## src/rtl/reaction_pkg.sv

```systemverilog
// Shared types and constants for the reaction-time round sequencer.
package reaction_pkg;

  typedef enum logic [2:0] {
    IDLE  = 3'd0,
    ARM   = 3'd1,
    WAIT  = 3'd2,
    SHOW  = 3'd3,
    DONE  = 3'd4,
    FAULT = 3'd5
  } state_e;

  localparam int unsigned LED_IDX_T0 = 1;
  localparam int unsigned LED_IDX_T1 = 5;
  localparam int unsigned LED_IDX_T2 = 3;
  localparam int unsigned LED_IDX_T3 = 7;

  localparam logic [7:0]  LED_FAULT  = 8'h01;
  localparam logic [4:0]  LFSR_SEED  = 5'd5;
  localparam logic [15:0] BCD_SAT    = 16'h9999;

  function automatic logic [7:0] target_led(input logic [1:0] t);
    logic [7:0] v;
    v = '0;
    case (t)
      2'd0:    v[LED_IDX_T0] = 1'b1;
      2'd1:    v[LED_IDX_T1] = 1'b1;
      2'd2:    v[LED_IDX_T2] = 1'b1;
      default: v[LED_IDX_T3] = 1'b1;
    endcase
    return v;
  endfunction

endpackage

```

## src/rtl/bcd_counter4.sv

```systemverilog
// Four-digit BCD counter: synchronous clear, increment enable, sticks at 9999.
module bcd_counter4
  import reaction_pkg::*;
(
  input  logic        clk_sys,
  input  logic        rst_b,
  input  logic        clr,
  input  logic        inc,
  output logic [15:0] cnt,
  output logic        carry_out
);

  logic [15:0] cnt_q, cnt_d;

  function automatic logic [15:0] bcd_inc(input logic [15:0] v);
    logic [15:0] r;
    logic        c;
    r = v;
    c = 1'b1;
    for (int i = 0; i < 4; i++) begin
      if (c) begin
        if (r[i*4 +: 4] == 4'd9) begin
          r[i*4 +: 4] = 4'd0;
        end else begin
          r[i*4 +: 4] = r[i*4 +: 4] + 4'd1;
          c = 1'b0;
        end
      end
    end
    return r;
  endfunction

  // Flags that the next increment would overflow, so the caller can act on it in the same cycle.
  assign carry_out = (cnt_q == BCD_SAT);

  always_comb begin
    cnt_d = cnt_q;
    if (clr) begin
      cnt_d = '0;
    end else if (inc && !carry_out) begin
      cnt_d = bcd_inc(cnt_q);
    end
  end

  always_ff @(posedge clk_sys or negedge rst_b) begin
    if (!rst_b) cnt_q <= '0;
    else        cnt_q <= cnt_d;
  end

  assign cnt = cnt_q;

endmodule

```

## src/rtl/reaction_round_ctrl.sv

```systemverilog
// One round of the reaction-time game: random wait, target LED, BCD reaction timer.
// Define REACT_FALSE_START_EN to turn a press during WAIT into a FAULT.
//   state | meaning
//   IDLE  | game disabled, LEDs dark
//   ARM   | clear result, wait for all keys released
//   WAIT  | random delay, counted in ticks
//   SHOW  | target lit, timing the reaction
//   DONE  | result held until any press
//   FAULT | false start shown
module reaction_round_ctrl
  import reaction_pkg::*;
#(
  parameter int unsigned TICK_DIV  = 500000,
  parameter int unsigned MIN_DELAY = 100,
  parameter int unsigned RAND_STEP = 8
) (
  input  logic        CLOCK_50,
  input  logic        RESET_N,
  input  logic        SW_RUN,
  input  logic [3:0]  KEY,
  output logic [7:0]  LEDR,
  output logic [15:0] time_bcd,
  output logic        busy,
  output logic        done,
  output logic        timeout,
  output logic        fault
);

  localparam int unsigned DLY_MAX = MIN_DELAY + 31 * RAND_STEP;
  localparam int PW = (TICK_DIV > 1) ? $clog2(TICK_DIV) : 1;
  localparam int DW = (DLY_MAX > 1) ? $clog2(DLY_MAX + 1) : 1;

  state_e        state_q, state_d;
  logic          sw_s1_q, sw_s2_q;
  logic [3:0]    key_s1_q, key_s2_q, key_prev_q;
  logic [4:0]    lfsr_q, lfsr_d;
  logic [PW-1:0] presc_q, presc_d;
  logic [DW-1:0] delay_q, delay_d;
  logic [1:0]    target_q, target_d;
  logic          sat_q, sat_d;
  logic [7:0]    led_q, led_d;
  logic          busy_q, busy_d, done_q, done_d, timeout_q, timeout_d, fault_q, fault_d;
  logic [3:0]    press;
  logic          tick, cnt_clr, cnt_inc, cnt_carry, entering;

  assign press = key_prev_q & ~key_s2_q;
  assign tick  = (presc_q == PW'(TICK_DIV - 1));

  always_comb begin
    state_d  = state_q;
    delay_d  = delay_q;
    target_d = target_q;
    sat_d    = sat_q;
    cnt_clr  = 1'b0;
    cnt_inc  = 1'b0;
    if (!sw_s2_q) begin
      state_d = IDLE;
    end else begin
      unique case (state_q)
        IDLE: state_d = ARM;
        ARM: begin
          cnt_clr = 1'b1;
          sat_d   = 1'b0;
          if (&key_s2_q) begin
            state_d = WAIT;
            delay_d = DW'(MIN_DELAY) + DW'(RAND_STEP) * DW'(lfsr_q);
          end
        end
        WAIT: begin
`ifdef REACT_FALSE_START_EN
          if (|press) begin
            state_d = FAULT;
          end else
`endif
          if (delay_q == '0) begin
            state_d  = SHOW;
            target_d = lfsr_q[1:0];
          end else if (tick) begin
            delay_d = delay_q - DW'(1);
          end
        end
        SHOW: begin
          // A correct press beats a coincident tick, so the count is not bumped.
          if (press[target_q]) begin
            state_d = DONE;
          end else if (tick) begin
            cnt_inc = 1'b1;
            if (cnt_carry) begin
              state_d = DONE;
              sat_d   = 1'b1;
            end
          end
        end
        DONE: if (|press) state_d = ARM;
`ifdef REACT_FALSE_START_EN
        FAULT: begin
          cnt_clr = 1'b1;
          if (|press) state_d = ARM;
        end
`endif
        default: state_d = IDLE;
      endcase
    end
  end

  always_comb begin
    lfsr_d   = {lfsr_q[3:0], ~(lfsr_q[4] ^ lfsr_q[2])};
    entering = (state_d != state_q) && ((state_d == WAIT) || (state_d == SHOW));
    presc_d  = (entering || tick) ? '0 : presc_q + PW'(1);
  end

  always_comb begin
    led_d     = '0;
    busy_d    = 1'b0;
    done_d    = 1'b0;
    timeout_d = 1'b0;
    fault_d   = 1'b0;
    case (state_q)
      ARM, WAIT: busy_d = 1'b1;
      SHOW: begin
        busy_d = 1'b1;
        led_d  = target_led(target_q);
      end
      DONE: begin
        done_d    = 1'b1;
        timeout_d = sat_q;
        led_d     = target_led(target_q);
      end
`ifdef REACT_FALSE_START_EN
      FAULT: begin
        fault_d = 1'b1;
        led_d   = LED_FAULT;
      end
`endif
      default: ;
    endcase
  end

  always_ff @(posedge CLOCK_50 or negedge RESET_N) begin
    if (!RESET_N) begin
      state_q    <= IDLE;
      sw_s1_q    <= 1'b0;
      sw_s2_q    <= 1'b0;
      key_s1_q   <= '0;
      key_s2_q   <= '0;
      key_prev_q <= '0;
      lfsr_q     <= LFSR_SEED;
      presc_q    <= '0;
      delay_q    <= '0;
      target_q   <= '0;
      sat_q      <= 1'b0;
      led_q      <= '0;
      busy_q     <= 1'b0;
      done_q     <= 1'b0;
      timeout_q  <= 1'b0;
      fault_q    <= 1'b0;
    end else begin
      state_q    <= state_d;
      sw_s1_q    <= SW_RUN;
      sw_s2_q    <= sw_s1_q;
      key_s1_q   <= KEY;
      key_s2_q   <= key_s1_q;
      key_prev_q <= key_s2_q;
      lfsr_q     <= lfsr_d;
      presc_q    <= presc_d;
      delay_q    <= delay_d;
      target_q   <= target_d;
      sat_q      <= sat_d;
      led_q      <= led_d;
      busy_q     <= busy_d;
      done_q     <= done_d;
      timeout_q  <= timeout_d;
      fault_q    <= fault_d;
    end
  end

  bcd_counter4 u_time (
    .clk_sys   (CLOCK_50),
    .rst_b     (RESET_N),
    .clr       (cnt_clr),
    .inc       (cnt_inc),
    .cnt       (time_bcd),
    .carry_out (cnt_carry)
  );

  assign LEDR    = led_q;
  assign busy    = busy_q;
  assign done    = done_q;
  assign timeout = timeout_q;
  assign fault   = fault_q;

endmodule
```

## config.mk

```make
export PLATFORM = sky130hd
export DESIGN_NAME = reaction_round_ctrl
export DESIGN_NICKNAME = d
export VERILOG_FILES = /design/src/rtl/reaction_pkg.sv /design/src/rtl/bcd_counter4.sv /design/src/rtl/reaction_round_ctrl.sv
export SDC_FILE = /design/constraint.sdc
export NUM_CORES = 1
export LEC_CHECK = 0
export ABC_CLOCK_PERIOD_IN_PS = 3400
export CAP_MARGIN = 10
export CORE_ASPECT_RATIO = 1.5
export CORE_MARGIN = 4
export CORE_UTILIZATION = 30
export CTS_BUF_LIST = sky130_fd_sc_hd__clkbuf_8
export CTS_CLUSTER_SIZE = 25
export DETAILED_ROUTE_END_ITERATION = 7
export GPL_TIMING_DRIVEN = 1
export PLACE_DENSITY = 0.55
export SLEW_MARGIN = 10
export SYNTH_ARGS = -nofsm -noshare
export SYNTH_HDL_FRONTEND = slang
export SYNTH_SLANG_ARGS = --single-unit
export TNS_END_PERCENT = 5
```

## constraint.sdc

```tcl
create_clock -name CLOCK_50 -period 3.4 [get_ports CLOCK_50]
set_input_delay 0.68 -clock CLOCK_50 [delete_from_list [all_inputs] [get_ports CLOCK_50]]
set_output_delay 0.68 -clock CLOCK_50 [all_outputs]
set_load 0.03 [all_outputs]
```

==> results.toml, run 1 <==
[critical_path]
worst_ep_required_time_ns = 3.70
cp.arrival_ns = 2.80
path_class = "flop to flop"
r2r_cells = 6
cp-end-kind = "flop"
cp-start-kind = "flop"
cp_max_fo = 10

[clock_tree]
cts.repair.resized = 0
tritoncts = "done"
clk_path_buf_depth = 2
cts_hold_buf = 0
cts_sinks = 76
clk_pin_slew_worst_paths_ns = 0.08
htree_levels = 3
post-cts-setup-buffers = 0
cts_inserted_buffers = 9
clk_latency_ns = 0.36
cts-root-buf = "clkbuf_8"

[sta]
hold_viol = 0
holdWs_ns = 0.350
tns_ns = 0
setup_viol = 0
fin_skew_ns = 0.0161
rsz0062_at_grt = "false"
fin_crit_sh_pct = 73.8
max_freq_mhz = 399
slew_viol_final = 0
slew_headroom_pct = 36.4
post-route-min-period_ns = 2.51
tightest_slew_ns = 0.955

[pwr]
leakage_nw = 1.89
vdd_drop_max_mv = 0.160
power.density_nw_per_um2 = 435

[synth]
syn_area_um2 = 3700
synth_xor_area_share_pct = 4.73
synthArstFlopShare_pct = 100
synth-compound-area-share_pct = 9.71
synth_cell_type_count = 54
synth_top_family_by_area = "simple AND/OR/NAND/NOR gates"
synth.mux.area_fraction_pct = 2.87
syn_inst = 375
synthFlopType = "dfrtp_1"
synth-seq-cells = 76
ys_warn_count = 0
synth-seq-area-share_pct = 51.5
synth-simple-area-share_pct = 26.2
synth_edf_count = 0
synth_area_per_cell_um2 = 9.87
yosys.area_share.adder_pct = 1.35

[floorplanning]
ios = 35
die_h_um = 144
dieArea_um2 = 14200
initial_utilization_pct = 30.8
die_w_um = 98.7
coreArea_um2 = 12000
fp-row-count = 49

[grt]
grt_pass1_wl_mm = 13.5
grt_pass1_vias = 2720
grt_start_max_net_pins = 77
grt_overflow = 0
grt_usage_pct = 12.0
antenna_found_initial = 0

[layout]
drive_gt1_share_pct = 7.52
final_util_pct = 36.0
final_common_cell = "dfrtp_1"
layout.nets = 418
n_antenna_cell = 0
final_cell_mix = "dfrtp_1 (74), nor2_1 (50), nand2_1 (31), clkdlybuf4s50_1 (28), nand3_1 (19)"
area_delta_synth_final_pct = 17.0

[routing]
via_per_inst = 5.01
firstDrtPassIters = 4
ant_nets = 0
wl_per_cell_um = 14.2
wl_mm = 8.02
drc = 0
drt_first_iter_violations = 138
num_vias = 2833

[run_status]
status = "finished clean"

[hold_path]
min_path_cells = 0
hp-class = "flop to flop"

[placement]
dp_hpwl_mm = 5.69
gp_congestion = 0.829
port_buffers = 29

[job]
drv_cap = 0
per-stage QoR:
step                      cells  setup WS, ns  area (um^2)  total power (W)
after floorplan             379          1.20         3710          0.00116
after global placement      549         0.951         4140          0.00122
after detailed placement    549         0.887         4140          0.00123
after CTS                   565         0.854         4330          0.00192
after global routing        565         0.661         4330          0.00200
final                       565         0.891         4330          0.00188
sequential cells by signal, summed over array words and instances, names as in the netlist, 4 cells and up:
| name | count |
|---|---|
| delay_q | 9 |
| presc_q | 19 |
| lfsr_q | 5 |
| u_time.cnt | 16 |
| key_s2_q | 4 |
| key_s1_q | 4 |
| LEDR | 4 |
| key_prev_q | 4 |
critical path: stages (launching register included):
cell and delay (ns):
dfrtp_1 0.46, or4b_4 0.59, nor4_4 0.25, nor4b_4 0.57, nand3_1 0.18, or3_1 0.33, nand2_1 0.07
report_power, final:
group	switching [W]	internal, W	total, W	leakage [nW]
Clock	0.000341	0.000338	0.000679	0.106
Combinational	0.000105	0.0000774	0.000183	0.796
Sequential	0.0000629	0.000959	0.00102	0.989
Total	0.000509	0.00137	0.00188	1.89
path summary, 6_finish.rpt:
kind,endpoint,slack (ns),startpoint
worst max-delay path,u_time.cnt[2],0.89,presc_q[6]
worst min-delay path,key_s2_q[1],0.35,key_s1_q[1]
worst max register to register,u_time.cnt[2],0.89,presc_q[6]
worst min register to register,key_s2_q[1],0.35,key_s1_q[1]
max in group asynchronous,presc_q[18],2.31,RESET_N
min in group asynchronous,u_time.cnt[15],0.44,RESET_N
metal layers:
layer	routed length, um	up-vias	GRT usage, %
li1	-	1382	-
met2	4040	70	20.6
met4	243	0	7.12
met3	342	19	2.70
met1	3390	1362	13.7
met5	0	-	0
kinds of logic (layout without fill, tap and decap cells):
| kind of cell | after synthesis | count (layout) |
|---|---|---|
| XOR/XNOR | 20 | 20 |
| other | 1 | 5 |
| buffers and inverters | 29 | 62 |
| adder cells (fa/ha/maj) | 4 | 4 |
| multiplexers | 9 | 9 |
| AO/OA/AOI/OAI | 58 | 58 |
| flip-flops | 76 | 76 |
| AND/OR/NAND/NOR | 178 | 178 |
area by class of cell:
cell class | instances | area (um^2)
clock inverters | 7 | 68.8
multi-input cells | 274 | 1680
inverters | 15 | 56.3
flip-flops and latches | 76 | 1900
clock buffers | 9 | 124
well taps | 153 | 191
fillers | 1224 | 7690
repair buffers | 31 | 303
synthesized netlist by cell type, drive strengths merged (3+ instances only):
cell type / n / area share (%)
xor2: 9 / 2.1
mux2: 3 / 0.91
xnor2: 11 / 2.6
ha: 4 / 1.4
nor3: 11 / 1.5
a31oi: 5 / 0.85
nand3: 19 / 2.6
nand4: 8 / 1.4
buf: 7 / 1.3
dfrtp: 74 / 50
nor2b: 11 / 1.9
nand2: 31 / 3.1
and3: 10 / 1.7
o21ai: 16 / 2.2
clkbuf: 7 / 0.71
a21oi: 18 / 2.4
nor4b: 4 / 1.4
nor2: 50 / 5.1
inv: 15 / 1.5
mux2i: 5 / 1.4
and4: 5 / 1.2
nor3b: 4 / 0.81
or3: 4 / 0.68
nand2b: 3 / 0.51
nor4: 5 / 1.3
nor4bb: 4 / 1.1
a22oi: 3 / 0.61
Power figures use the tool's default switching activity.
==> inputs of run 2 (changes only) <==
- ABC_CLOCK_PERIOD_IN_PS: 3400 -> 2390
- clock period: 3.4 -> 2.39 ns (I/O delays scaled with it)
==> results.toml, run 2 (synthesis results as in run 1) <==
[run_status]
status = "finished clean"

[floorplanning]
ios = 35
die_w_um = 98.7
coreArea_um2 = 12000
die_h_um = 144
fp-row-count = 49
dieArea_um2 = 14200
initial_utilization_pct = 30.8

[layout]
final_cell_mix = "dfrtp_1 (74), nor2_1 (50), nand2_1 (31), clkdlybuf4s50_1 (28), nand3_1 (19)"
drive_gt1_share_pct = 11.4
largest-register = "presc_q"
area_delta_synth_final_pct = 21.9
largest_reg_flops = 19
nFillCells = 1219
n_antenna_cell = 0
layout.nets = 435
final_common_cell = "dfrtp_1"

[sta]
rsz0062_at_grt = "false"
setup_viol = 0
post-route-min-period_ns = 2.19
tns_ns = 0
tightest_slew_ns = 0.604
max_freq_mhz = 456
hold_viol = 0
fin_crit_sh_pct = 91.7
fin_skew_ns = 0.0109
slew_viol_final = 0
slew_headroom_pct = 59.6

[clock_tree]
clk_path_buf_depth = 2
tritoncts = "done"
cts.repair.resized = 0
htree_levels = 3
cts_hold_buf = 0
cts_inserted_buffers = 9
cts_sinks = 76
cts-root-buf = "clkbuf_8"
clk_pin_slew_worst_paths_ns = 0.08
post-cts-setup-buffers = 0
clk_latency_ns = 0.36

[critical_path]
worst_ep_required_time_ns = 2.69
cpMaxStageDelayCell = "or4bb_1"
max_stage_delay_ns = 0.59
cp-start-kind = "flop"
crit_buf_inv = 1
crit_chain = "or4bb_1 > nor4_4 > nor4b_4 > buf_4 > nand3_1 > or3_1 > nand2_1"
path_class = "flop to flop"
cp_max_fo = 10
critPathTopFamily = "simple AND/OR/NAND/NOR gates"
cp-end-kind = "flop"
r2r_cells = 7
reg2reg_slack_ns = 0.20
worstReg2RegEnd = "u_time.cnt[2]"
reg2reg_from = "presc_q[7]"
cp.arrival_ns = 2.49

[hold_path]
hp-class = "input pin to async pin"

[job]
drv_cap = 0

[pwr]
power_frac_clock_pct = 38.5
p_total_w = 0.00284
leakage_nw = 2.00
power_frac_seq_pct = 50.6
power.share.switching_pct = 26.2
vdd_drop_max_mv = 0.234
switchingPower_w = 0.000743
p_int_w = 0.00209
p_comb_share_pct = 10.9
power.density_nw_per_um2 = 629

[routing]
wl_per_cell_um = 14.2
ant_nets = 0
wl_mm = 8.24
firstDrtPassIters = 4
drt_first_iter_violations = 139
num_vias = 2916
drc = 0
via_per_inst = 5.01

[grt]
grt_pass1_vias = 2877
grt_overflow = 0
grt_pass1_wl_mm = 14.0
grt_usage_pct = 12.4
grt_start_max_net_pins = 41
antenna_found_initial = 0

[placement]
dp_hpwl_mm = 5.96
port_buffers = 29
gp_congestion = 0.840
run 2: cell count changes in the layout (fill, tap and decap cells not counted), sizes merged:
cell	previous run	this run
clkinv	3	2
buf	3	20
bufinv	1	2
run 2: through the flow:
step / util (%) / area [um^2] / hold WS [ns] / setup WS (ns) / cells
floorplan: - / 3710 / 0.182 / 0.193 / 379
global placement: 35.7 / 4290 / 0.333 / 0.240 / 566
detailed placement: 35.7 / 4290 / 0.336 / 0.211 / 566
CTS: 37.5 / 4510 / 0.101 / 0.189 / 582
global route: 37.5 / 4510 / 0.129 / 0.0483 / 582
finish: 37.5 / 4510 / 0.0939 / 0.199 / 582
run 2: how the worst max path moves through the flow:
stage,startpoint,to,slack (ns),depth (start not counted)
finish,presc_q[7],u_time.cnt[2],0.20,7
global route,presc_q[0],u_time.cnt[2],0.05,8
CTS,presc_q[7],u_time.cnt[6],0.19,7
detailed placement,presc_q[7],u_time.cnt[2],0.21,7
global placement,presc_q[7],u_time.cnt[4],0.24,7
floorplan,presc_q[6],u_time.cnt[2],0.19,6
run 2: power by group through the flow:
stage | combinational [W] | sequential, W | clock (W)
finish | 0.000309 | 0.00144 | 0.00109
CTS | 0.000313 | 0.00144 | 0.00114
detailed placement | 0.000312 | 0.00146 | 0
global route | 0.000350 | 0.00145 | 0.00119
floorplan | 0.000195 | 0.00146 | 0
global placement | 0.000309 | 0.00146 | 0
run 2: layout make-up:
type | instances | area (um^2) | area share [%]
flip-flops and latches | 76 | 1900 | 42.2
clock buffers | 9 | 124 | 2.75
clock inverters | 7 | 98.8 | 2.19
repair buffers | 48 | 455 | 10.1
well taps | 153 | 191 | 4.24
inverters | 15 | 56.3 | 1.25
multi-input cells | 274 | 1680 | 37.3
run 2: layer usage:
| layer | routed length, um | track usage, % | vias up |
|---|---|---|---|
| met5 | 0 | 0 | - |
| met4 | 190 | 5.61 | 0 |
| met3 | 347 | 3.47 | 17 |
| met2 | 4250 | 21.6 | 64 |
| met1 | 3450 | 14.0 | 1423 |
| li1 | - | - | 1412 |
